<file path="src/rtl/seven_seg_pkg.sv">
// Shared types and constants for the four-digit seven-segment scan controller.
package seven_seg_pkg;

    typedef enum logic [1:0] {
        IDLE  = 2'd0,
        BLANK = 2'd1,
        SHOW  = 2'd2
    } scan_state_t;

    localparam int NUM_DIGITS = 4;
    localparam int BCD_MAX    = 9;
    localparam int TICK_W     = 20;

    // A digit is lit when its nibble is a legal BCD value and, with leading-zero
    // suppression on, some nibble at or above it is non-zero (digit 0 always shows).
    function automatic logic digit_lit(input logic [15:0] data,
                                       input logic [1:0]  idx,
                                       input logic        lz_en);
        logic hi_nz;
        hi_nz = 1'b0;
        for (int k = 0; k < NUM_DIGITS; k++) begin
            if (k >= int'(idx) && data[4*k +: 4] != 4'h0) hi_nz = 1'b1;
        end
        if (data[4*idx +: 4] > 4'(BCD_MAX)) return 1'b0;
        return !(lz_en && idx != 2'd0 && !hi_nz);
    endfunction

endpackage

</file>
<file path="src/rtl/scan_tick_counter.sv">
// Loadable down-counter; done is high while the count sits at zero, which the
// FSM sees for exactly one cycle because it reloads on that cycle.
module scan_tick_counter #(
    parameter int W = 20
) (
    input  logic         clk,
    input  logic         rst_n,
    input  logic         clr,
    input  logic         load,
    input  logic [W-1:0] load_val,
    output logic         done
);

    logic [W-1:0] cnt;

    // Clear has priority over load; otherwise count down and park at zero.
    always_ff @(posedge clk or negedge rst_n) begin
        if (!rst_n)               cnt <= '0;
        else if (clr)             cnt <= '0;
        else if (load)            cnt <= load_val;
        else if (cnt != '0)       cnt <= cnt - 1'b1;
    end

    assign done = (cnt == '0);

endmodule

</file>
<file path="src/rtl/seven_seg_scan_ctrl.sv">
// Multiplexed scan controller for a 4-digit common-anode display. digit_code and
// dot_out go straight to an external seven_seg decoder; no segment decode here.
module seven_seg_scan_ctrl
    import seven_seg_pkg::*;
#(
    parameter int CLK_DIV      = 50000,
    parameter int BLANK_CYCLES = 4,
    parameter bit LZ_SUPPRESS  = 1'b1
) (
    input  logic        clk,
    input  logic        rst_n,
    input  logic        enable,
    input  logic        load,
    input  logic [15:0] load_data,
    input  logic [3:0]  load_dots,
    output logic [3:0]  digit_code,
    output logic        dot_out,
    output logic [3:0]  anode_n,
    output logic        frame_start,
    output logic        pending
);

    localparam logic [TICK_W-1:0] SHOW_LOAD  = TICK_W'(CLK_DIV - 1);
    localparam logic [TICK_W-1:0] BLANK_LOAD = TICK_W'(BLANK_CYCLES - 1);

    scan_state_t        state, state_n;
    logic [1:0]         idx, idx_n;
    logic               tick_load, tick_clr, tick_done;
    logic [TICK_W-1:0]  tick_val;
    logic [15:0]        shadow_data, act_data, act_data_n;
    logic [3:0]         shadow_dots, act_dots, act_dots_n;
    logic               xfer;
    logic [3:0]         anode_d, code_d;
    logic               dot_d, fs_d;

    scan_tick_counter #(.W(TICK_W)) u_tick (
        .clk      (clk),
        .rst_n    (rst_n),
        .clr      (tick_clr),
        .load     (tick_load),
        .load_val (tick_val),
        .done     (tick_done)
    );

    // State and digit index register.
    always_ff @(posedge clk or negedge rst_n) begin
        if (!rst_n) begin
            state <= IDLE;
            idx   <= 2'd0;
        end else begin
            state <= state_n;
            idx   <= idx_n;
        end
    end

    // Next-state: IDLE -> BLANK -> SHOW -> BLANK(next digit); enable low wins.
    always_comb begin
        state_n   = state;
        idx_n     = idx;
        tick_load = 1'b0;
        tick_clr  = 1'b0;
        tick_val  = BLANK_LOAD;
        if (!enable) begin
            state_n  = IDLE;
            idx_n    = 2'd0;
            tick_clr = 1'b1;
        end else begin
            case (state)
                IDLE: begin
                    state_n   = BLANK;
                    idx_n     = 2'd0;
                    tick_load = 1'b1;
                end
                BLANK: if (tick_done) begin
                    state_n   = SHOW;
                    tick_load = 1'b1;
                    tick_val  = SHOW_LOAD;
                end
                SHOW: if (tick_done) begin
                    state_n   = BLANK;
                    idx_n     = idx + 2'd1;
                    tick_load = 1'b1;
                end
                default: begin
                    state_n  = IDLE;
                    idx_n    = 2'd0;
                    tick_clr = 1'b1;
                end
            endcase
        end
    end

    // The frame boundary transfer happens on the edge that closes the
    // frame_start cycle, so a load strobed alongside frame_start lands directly
    // in the active register. act_*_n is used by the output mux so a one-cycle
    // blank still shows the freshly transferred data.
    always_comb begin
        xfer       = enable && frame_start;
        act_data_n = act_data;
        act_dots_n = act_dots;
        if (xfer) begin
            act_data_n = load ? load_data : shadow_data;
            act_dots_n = load ? load_dots : shadow_dots;
        end
    end

    // Shadow/active data and pending flag; retained across enable=0.
    always_ff @(posedge clk or negedge rst_n) begin
        if (!rst_n) begin
            shadow_data <= 16'h0;
            shadow_dots <= 4'h0;
            act_data    <= 16'h0;
            act_dots    <= 4'h0;
            pending     <= 1'b0;
        end else begin
            if (load) begin
                shadow_data <= load_data;
                shadow_dots <= load_dots;
            end
            act_data <= act_data_n;
            act_dots <= act_dots_n;
            if (xfer)      pending <= 1'b0;
            else if (load) pending <= 1'b1;
        end
    end

    // Output values for the state being entered, so they move with the state.
    always_comb begin
        anode_d = 4'hF;
        code_d  = 4'h0;
        dot_d   = 1'b0;
        fs_d    = (state_n == BLANK) && (state != BLANK) && (idx_n == 2'd0);
        if (state_n == SHOW) begin
            code_d = act_data_n[4*idx_n +: 4];
            dot_d  = act_dots_n[idx_n];
            if (digit_lit(act_data_n, idx_n, LZ_SUPPRESS))
                anode_d = ~(4'b0001 << idx_n);
        end
    end

    // Output register: anode, code and dot change on the same edge.
    always_ff @(posedge clk or negedge rst_n) begin
        if (!rst_n) begin
            anode_n     <= 4'hF;
            digit_code  <= 4'h0;
            dot_out     <= 1'b0;
            frame_start <= 1'b0;
        end else begin
            anode_n     <= anode_d;
            digit_code  <= code_d;
            dot_out     <= dot_d;
            frame_start <= fs_d;
        end
    end

endmodule
</file>
<file path="config.mk">
export PLATFORM = sky130hd
export DESIGN_NAME = seven_seg_scan_ctrl
export DESIGN_NICKNAME = d
export VERILOG_FILES = /design/src/rtl/seven_seg_pkg.sv /design/src/rtl/scan_tick_counter.sv /design/src/rtl/seven_seg_scan_ctrl.sv
export SDC_FILE = /design/constraint.sdc
export NUM_CORES = 1
export LEC_CHECK = 0
export CAP_MARGIN = 20
export CORE_UTILIZATION = 51
export CTS_CLUSTER_DIAMETER = 60
export DETAILED_ROUTE_END_ITERATION = 10
export MAX_ROUTING_LAYER = met4
export PLACE_DENSITY_LB_ADDON = 0.05
export SLEW_MARGIN = 25
export SYNTH_ARGS = -nofsm -noshare
export SYNTH_HDL_FRONTEND = slang
export SYNTH_SLANG_ARGS = --single-unit
</file>
<file path="constraint.sdc">
create_clock -name clk -period 2.72 [get_ports clk]
set_input_delay 0.272 -clock clk [delete_from_list [all_inputs] [get_ports clk]]
set_output_delay 0.272 -clock clk [all_outputs]
set_load 0.1 [all_outputs]
</file>
==> results of run 1 <==
## synth_stat cells (all sizes together), types with 5 or more instances
cell type	count
dfrtp	71
inv	33
nand2	32
nor2	31
mux2i	25
a21oi	20
mux2	12
o21ai	11
nor3	9
xnor2	8
or4	7
clkbuf	6
nor4	6
xor2	6
ha	5
## registers in the layout, indices dropped and copies added (netlist names)
| signal | cells |
|---|---|
| u_tick.cnt | 20 |
| act_data | 16 |
| shadow_data | 16 |
| act_dots | 4 |
| anode_n | 4 |
| digit_code | 4 |
| shadow_dots | 4 |
| idx | 2 |
| state | 2 |
| dot_out | 1 |
| frame_start | 1 |
| pending | 1 |
## logic make-up (layout without fill, tap and decap cells)
kind of cell	count (synthesis)	in the layout
AOI/OAI and AO/OA	53	53
and+or+nand+nor	110	110
muxes	37	37
xor gates and xnor gates	14	14
DFF	75	75
adders and majority gates	5	5
buffers and inverters	43	132
## routing by layer
layer / part of all wire (%) / routed length [µm]
met4: 1.5 / 110
met2: 43 / 3204
met5: 0 / 0
met1: 52 / 3807
met3: 3.5 / 262
## worst max-delay path, delay by kind of cell (launching register included)
kind / cells / cell delay [ps]
flops: 1 / 440
mux: 2 / 500
simple gates: 4 / 1440
compound gates: 2 / 310
## power by group through the flow
stage / Combinational [µW] / Sequential, µW / Clock (µW)
floorplan: 1430 / 1730 / 0
global placement: 2380 / 1580 / 0
detailed placement: 2400 / 1600 / 0
CTS: 2440 / 1590 / 962
global route: 2820 / 1620 / 1000
finish: 2560 / 1580 / 946
## layout make-up
cell class | count | area (µm²) | share of cell area [%]
multi-input cells | 219 | 1618 | 34.74
repair buffers | 83 | 713.2 | 15.31
inverters | 33 | 123.9 | 2.660
flip-flops and latches | 75 | 1884 | 40.46
clock buffers | 10 | 127.6 | 2.740
well taps | 80 | 100.1 | 2.149
clock inverters | 6 | 90.09 | 1.934
## through the flow
stage / hold slack, ps / util [%] / std cells / TNS [ps] / worst slack [ps]
floorplan: -23.59 / - / 337 / -69.70 / -69.70
global placement: 283.0 / 63.57 / 481 / -34.90 / -34.90
detailed placement: 282.8 / 63.57 / 481 / -42.02 / -42.02
CTS: 453.5 / 67.20 / 498 / -24.67 / -24.67
global route: 482.7 / 68.93 / 506 / -383.6 / -183.9
finish: 435.2 / 68.93 / 506 / -55.85 / -55.85
## worst min path at each step
stage          startpoint             end  depth (start not counted)  slack [ps]
2_1_floorplan       rst_n     act_data[0]                          0         -20
3_3_place_gp        rst_n  u_tick.cnt[12]                          1         280
3_5_place_dp        rst_n  u_tick.cnt[12]                          1         280
4_1_cts             rst_n     act_data[0]                          2         450
5_1_grt             rst_n  shadow_dots[1]                          2         480
6_report            rst_n  u_tick.cnt[12]                          2         440
## placed cells by master, fill, tap and decap left out, types with 3 or more instances in the layout
master / synthesis / routed
dfrtp_1: 71 / 69
buf_4: 0 / 56
inv_1: 33 / 31
nor2_1: 31 / 31
nand2_1: 31 / 29
mux2i_1: 25 / 23
clkdlybuf4s50_1: 0 / 22
a21oi_1: 20 / 20
o21ai_0: 10 / 10
mux2_2: 11 / 10
clkbuf_8: 0 / 9
nor3_1: 9 / 8
xnor2_1: 8 / 8
xor2_1: 6 / 6
or4_1: 7 / 5
nand2b_1: 4 / 4
or3_1: 4 / 4
ha_1: 5 / 4
dfstp_2: 4 / 4
nor4_4: 1 / 3
nand3_1: 3 / 3
o211ai_1: 3 / 3
o21a_1: 3 / 3
nor3b_1: 3 / 3
nor4_1: 4 / 3
## what timing repair did
| item | in CTS | in global routing |
|---|---|---|
| buffers inserted | 0 | 8 |
| resized for setup | 2 | 14 |
| hold buffers | 1 | 0 |
| pin swaps | 0 | 9 |
| hold endpoints to repair | 34 | 0 |
| setup endpoints to repair | 1 | 4 |
==> flow_metrics.py, run 1 <==
metrics = {
    "timing": {
        "setup_violations": 1,
        "max_freq_mhz": 360.3,
        "final_hold_viol_count": 0,
        "worstMarginPinSlew_ps": 513.8,
        "period_share_pct": 102.1,
        "report.final.slew_viol_count": 0,
        "period_minus_slack_ps": 2776,
        "rsz0062_at_grt": "true",
        "setup_slack_ps": -55.85,
        "relSlewSlack_pct": 65.45,
        "clock_skew_ps": 9.566,
    },
    "synthesis": {
        "synthAdderAreaFrac_pct": 1.755,
        "synth-async-reset-ratio_pct": 100.0,
        "ys_seq_area_share_pct": 52.79,
        "synth_xor_area_share_pct": 3.440,
        "netlist-cell-type-count": 53,
        "yosysTopAreaCell": "dfrtp_1",
        "synth_edf_count": 0,
        "synth-compound-area-share_pct": 9.863,
        "netlist.area_leader.share_pct": 49.84,
        "ys.flop_type": "dfrtp_1",
        "synthSimpleGateAreaFrac_pct": 16.50,
        "yosys_warnings": 0,
        "synth_top_family_by_area": "simple AND/OR/NAND/NOR gates",
        "synthCells": 337,
        "synth_fp_nets": 366,
        "synthMuxAreaShare_pct": 10.92,
        "ys_seq_elements": 75,
        "synth_area_um2": 3565,
        "avgSynthCellArea_um2": 10.58,
        "synth_area_leaders": "dfrtp_1, mux2i_1, inv_1, mux2_2, nand2_1",
    },
    "grt": {
        "antenna_found_initial": 0,
        "grt_pass1_vias": 2602,
        "grt_pass1_wl_um": 12380,
        "grt_use_met3_pct": 4.139,
        "grt_start_max_net_pins": 40,
        "grt_busiest_layer": "met1",
        "overflow": 0,
        "grt_usage_pct": 22.33,
        "use_met2_pct": 30.98,
        "gr-usage-met1_pct": 32.85,
    },
    "status": {
        "violations": "setup timing",
        "outcome": "finished with violations",
    },
    "clocking": {
        "clk_path_buf_depth": 2,
        "root_buffer": "clkbuf_8",
        "worstSkewPairLatency_ps": 350,
        "cts_sinks": 75,
        "cts_tree": "built",
        "clkTransAtPathRegs_ps": 80,
        "cts_made_buffers": 9,
        "cts_max_level": 3,
    },
    "layout": {
        "antenna_cells": 0,
        "fillCellCount": 526,
        "nNetsFinal": 450,
        "final_cell_area_um2": 4657,
        "syn_to_final_growth_pct": 30.64,
        "drive_above_1_share_pct": 27.23,
    },
    "critical_path": {
        "worstPathMaxFanout": 7,
        "startpoint_type": "register",
        "cp_slowest_cell": "or4_4",
        "criticalPathCategory": "reg2reg",
        "cp-endpoint": "anode_n[3]",
        "critPathCaptureType": "register",
        "critPathLaunch": "u_tick.cnt[18]",
        "arrival_ps": 3040,
        "r2r_start": "u_tick.cnt[18]",
        "crit_chain": "nor4_4, nand4_1, or4_4, o311a_4, mux2_4, mux2i_2, a21o_2, or4b_1",
        "worst-endpoint-required_ps": 2990,
        "r2r_cells": 8,
        "max_stage_delay_ps": 510,
        "r2r_slack_ps": -60,
        "r2r-end": "anode_n[3]",
    },
    "pwr": {
        "powerDensity_nw_per_um2": 1094,
        "intPower_uw": 3088,
        "combPwrFrac_pct": 50.3,
        "vdd_drop_max_uv": 775.0,
        "fin_total_pwr_uw": 5093,
        "p_leak_uw": 0.002284,
        "power.net_switching_uw": 2005,
        "power_frac_clock_pct": 18.6,
        "switching_share_pct": 39.37,
        "seqPwrFrac_pct": 31.1,
    },
    "worst_hold_path": {
        "hp-class": "in2async",
    },
    "placement": {
        "portBuffers": 34,
        "place_area_um2": 4295,
        "place.gp.congestion": 0.8590,
        "dp_hpwl_um": 5138,
    },
    "routing": {
        "first_pass_iters": 4,
        "wl_per_cell_um": 14.59,
        "drc": 0,
        "ant_nets": 0,
        "drt_iter0_markers": 173,
        "vias": 2672,
        "via_per_inst": 5.281,
        "wl_um": 7384,
    },
    "run": {
        "maxCapViolCount": 0,
    },
    "floorplanning": {
        "num_rows": 30,
        "start_util_pct": 52.76,
        "io_pins": 35,
        "chipWidth_um": 85.61,
        "die_area_um2": 7328,
        "die_h_um": 85.61,
        "core-area_um2": 6756,
    },
}
Power figures use the tool's default switching activity.
==> run 2: changes to the inputs <==
--- a/config.mk
+++ b/config.mk
@@ -6,8 +6,9 @@
 export NUM_CORES = 1
 export LEC_CHECK = 0
 export CAP_MARGIN = 20
-export CORE_UTILIZATION = 51
-export CTS_CLUSTER_DIAMETER = 60
+export CELL_PAD_IN_SITES_DETAIL_PLACEMENT = 1
+export CELL_PAD_IN_SITES_GLOBAL_PLACEMENT = 1
+export CORE_UTILIZATION = 40
 export DETAILED_ROUTE_END_ITERATION = 10
 export MAX_ROUTING_LAYER = met4
 export PLACE_DENSITY_LB_ADDON = 0.05
==> flow_metrics.py, run 2 (synthesis gave the netlist of run 1 again) <==
metrics = {
    "routing": {
        "first_pass_iters": 5,
        "wl_per_cell_um": 16.01,
        "wl_um": 8486,
        "vias": 2728,
        "drc": 0,
        "drt_iter0_markers": 123,
        "via_per_inst": 5.147,
        "ant_nets": 0,
    },
    "clocking": {
        "root_buffer": "clkbuf_8",
        "clkTransAtPathRegs_ps": 80,
        "worstSkewPairLatency_ps": 340,
        "cts_max_level": 3,
        "clk_path_buf_depth": 2,
        "cts_sinks": 75,
        "cts_tree": "built",
        "cts_made_buffers": 9,
        "cts_hold_buffers": 0,
    },
    "critical_path": {
        "criticalPathCategory": "reg2reg",
        "startpoint_type": "register",
        "path_delay_family": "simple AND/OR/NAND/NOR gates",
        "worst-endpoint-required_ps": 2980,
        "r2r_slack_ps": -120,
        "critPathCaptureType": "register",
        "crit_chain": "nor4_4, nand4_1, or4_4, o311a_4, mux2_2, mux2i_1, a21o_2, or4b_4",
        "arrival_ps": 3100,
        "worstPathMaxFanout": 7,
        "critPathLaunch": "u_tick.cnt[17]",
        "cp-endpoint": "anode_n[3]",
        "cp_num_buf_inv": 0,
        "r2r_cells": 8,
        "cp_slowest_cell": "or4_4",
        "worstSetupPathDepth": 8,
        "max_stage_delay_ps": 510,
        "r2r-end": "anode_n[3]",
        "r2r_start": "u_tick.cnt[17]",
    },
    "timing": {
        "setup_slack_ps": -119.2,
        "report.final.slew_viol_count": 0,
        "relSlewSlack_pct": 54.00,
        "rsz0062_at_grt": "true",
        "setup_violations": 1,
        "period_share_pct": 104.4,
        "worstMarginPinSlew_ps": 690.0,
        "final_hold_viol_count": 71,
        "max_freq_mhz": 352.2,
        "clock_skew_ps": 9.838,
        "hold_ws_ps": -55.12,
        "period_minus_slack_ps": 2839,
    },
    "floorplanning": {
        "die_h_um": 96.40,
        "start_util_pct": 41.08,
        "io_pins": 35,
        "core-area_um2": 8678,
        "chipWidth_um": 96.40,
        "die_area_um2": 9293,
        "num_rows": 34,
    },
    "layout": {
        "syn_to_final_growth_pct": 29.27,
        "fillCellCount": 979,
        "nNetsFinal": 447,
        "regMostFlops": "u_tick.cnt",
        "biggestRegsByFlops": "u_tick.cnt (20), act_data (16), shadow_data (16)",
        "final_cell_area_um2": 4608,
        "ff_latch_area_um2": 1884,
        "layout_commonest_cell": "dfrtp_1",
        "multi_input_area_um2": 1580,
        "largest_reg_flops": 20,
        "mostFrequentLayoutCells": "dfrtp_1, buf_4, inv_1",
        "antenna_cells": 0,
        "drive_above_1_share_pct": 25.83,
    },
    "run": {
        "maxCapViolCount": 0,
    },
    "status": {
        "violations": "hold timing, setup timing",
        "outcome": "finished with violations",
    },
    "grt": {
        "grt_usage_pct": 20.70,
        "overflow": 0,
        "antenna_found_initial": 0,
        "grt_pass1_vias": 2720,
        "grt_pass1_wl_um": 13990,
        "grt_start_max_net_pins": 76,
    },
    "pwr": {
        "powerDensity_nw_per_um2": 1087,
        "p_leak_uw": 0.002223,
        "vdd_drop_max_uv": 492.5,
        "fin_total_pwr_uw": 5011,
    },
    "worst_hold_path": {
        "hp-class": "in2async",
    },
    "placement": {
        "place_area_um2": 4315,
        "dp_hpwl_um": 5867,
        "place.gp.congestion": 0.8471,
        "place_ws_ps": -141.6,
        "portBuffers": 34,
    },
}
## run 2: worst min-delay path by stage
stage,slack (ps),startpoint,end
global route,7,rst_n,u_tick.cnt[6]
global placement,460,shadow_data[0],shadow_data[0]
floorplan,-20,rst_n,act_data[0]
finish,-60,rst_n,u_tick.cnt[12]
detailed placement,470,shadow_data[2],shadow_data[2]
CTS,120,rst_n,u_tick.cnt[12]
## run 2: timing repair
| item | in CTS | in global routing |
|---|---|---|
| gates resized for setup | 5 | 4 |
| setup buffers | 8 | 2 |
| endpoints found under the hold margin | 0 | 0 |
| pin swaps | 3 | 4 |
| setup endpoints to repair | 1 | 6 |
## run 2: per-layer routing
layer | share of wire, % | GRT usage [%]
met5 | 0 | -
met1 | 52 | 30.85
met4 | 0.31 | 4.044
met3 | 3.6 | 4.225
met2 | 44 | 29.20
## run 2: report_power, final
group / internal [µW] / total [µW] / switching [µW]
Clock: 421 / 854 / 433
Combinational: 1130 / 2570 / 1440
Sequential: 1420 / 1590 / 172
Total: 2970 / 5010 / 2040
## run 2: layout make-up
class / instances / area share, %
flip-flops and latches: 75 / 40.89
multi-input cells: 219 / 34.29
repair buffers: 80 / 15.10
well taps: 108 / 2.932
clock buffers: 9 / 2.688
inverters: 33 / 2.688
clock inverters: 6 / 1.412
## run 2: metrics by stage
stage               utilization, %  std cells  TNS [ps]  hold slack (ps)
floorplan                        -        337    -69.70           -23.59
global placement             49.73        507    -46.37            462.8
detailed placement           49.73        507    -189.2            470.1
CTS                          52.90        530    -98.54            116.3
global route                 53.10        530    -198.9            7.302
finish                       53.10        530    -119.2           -55.12
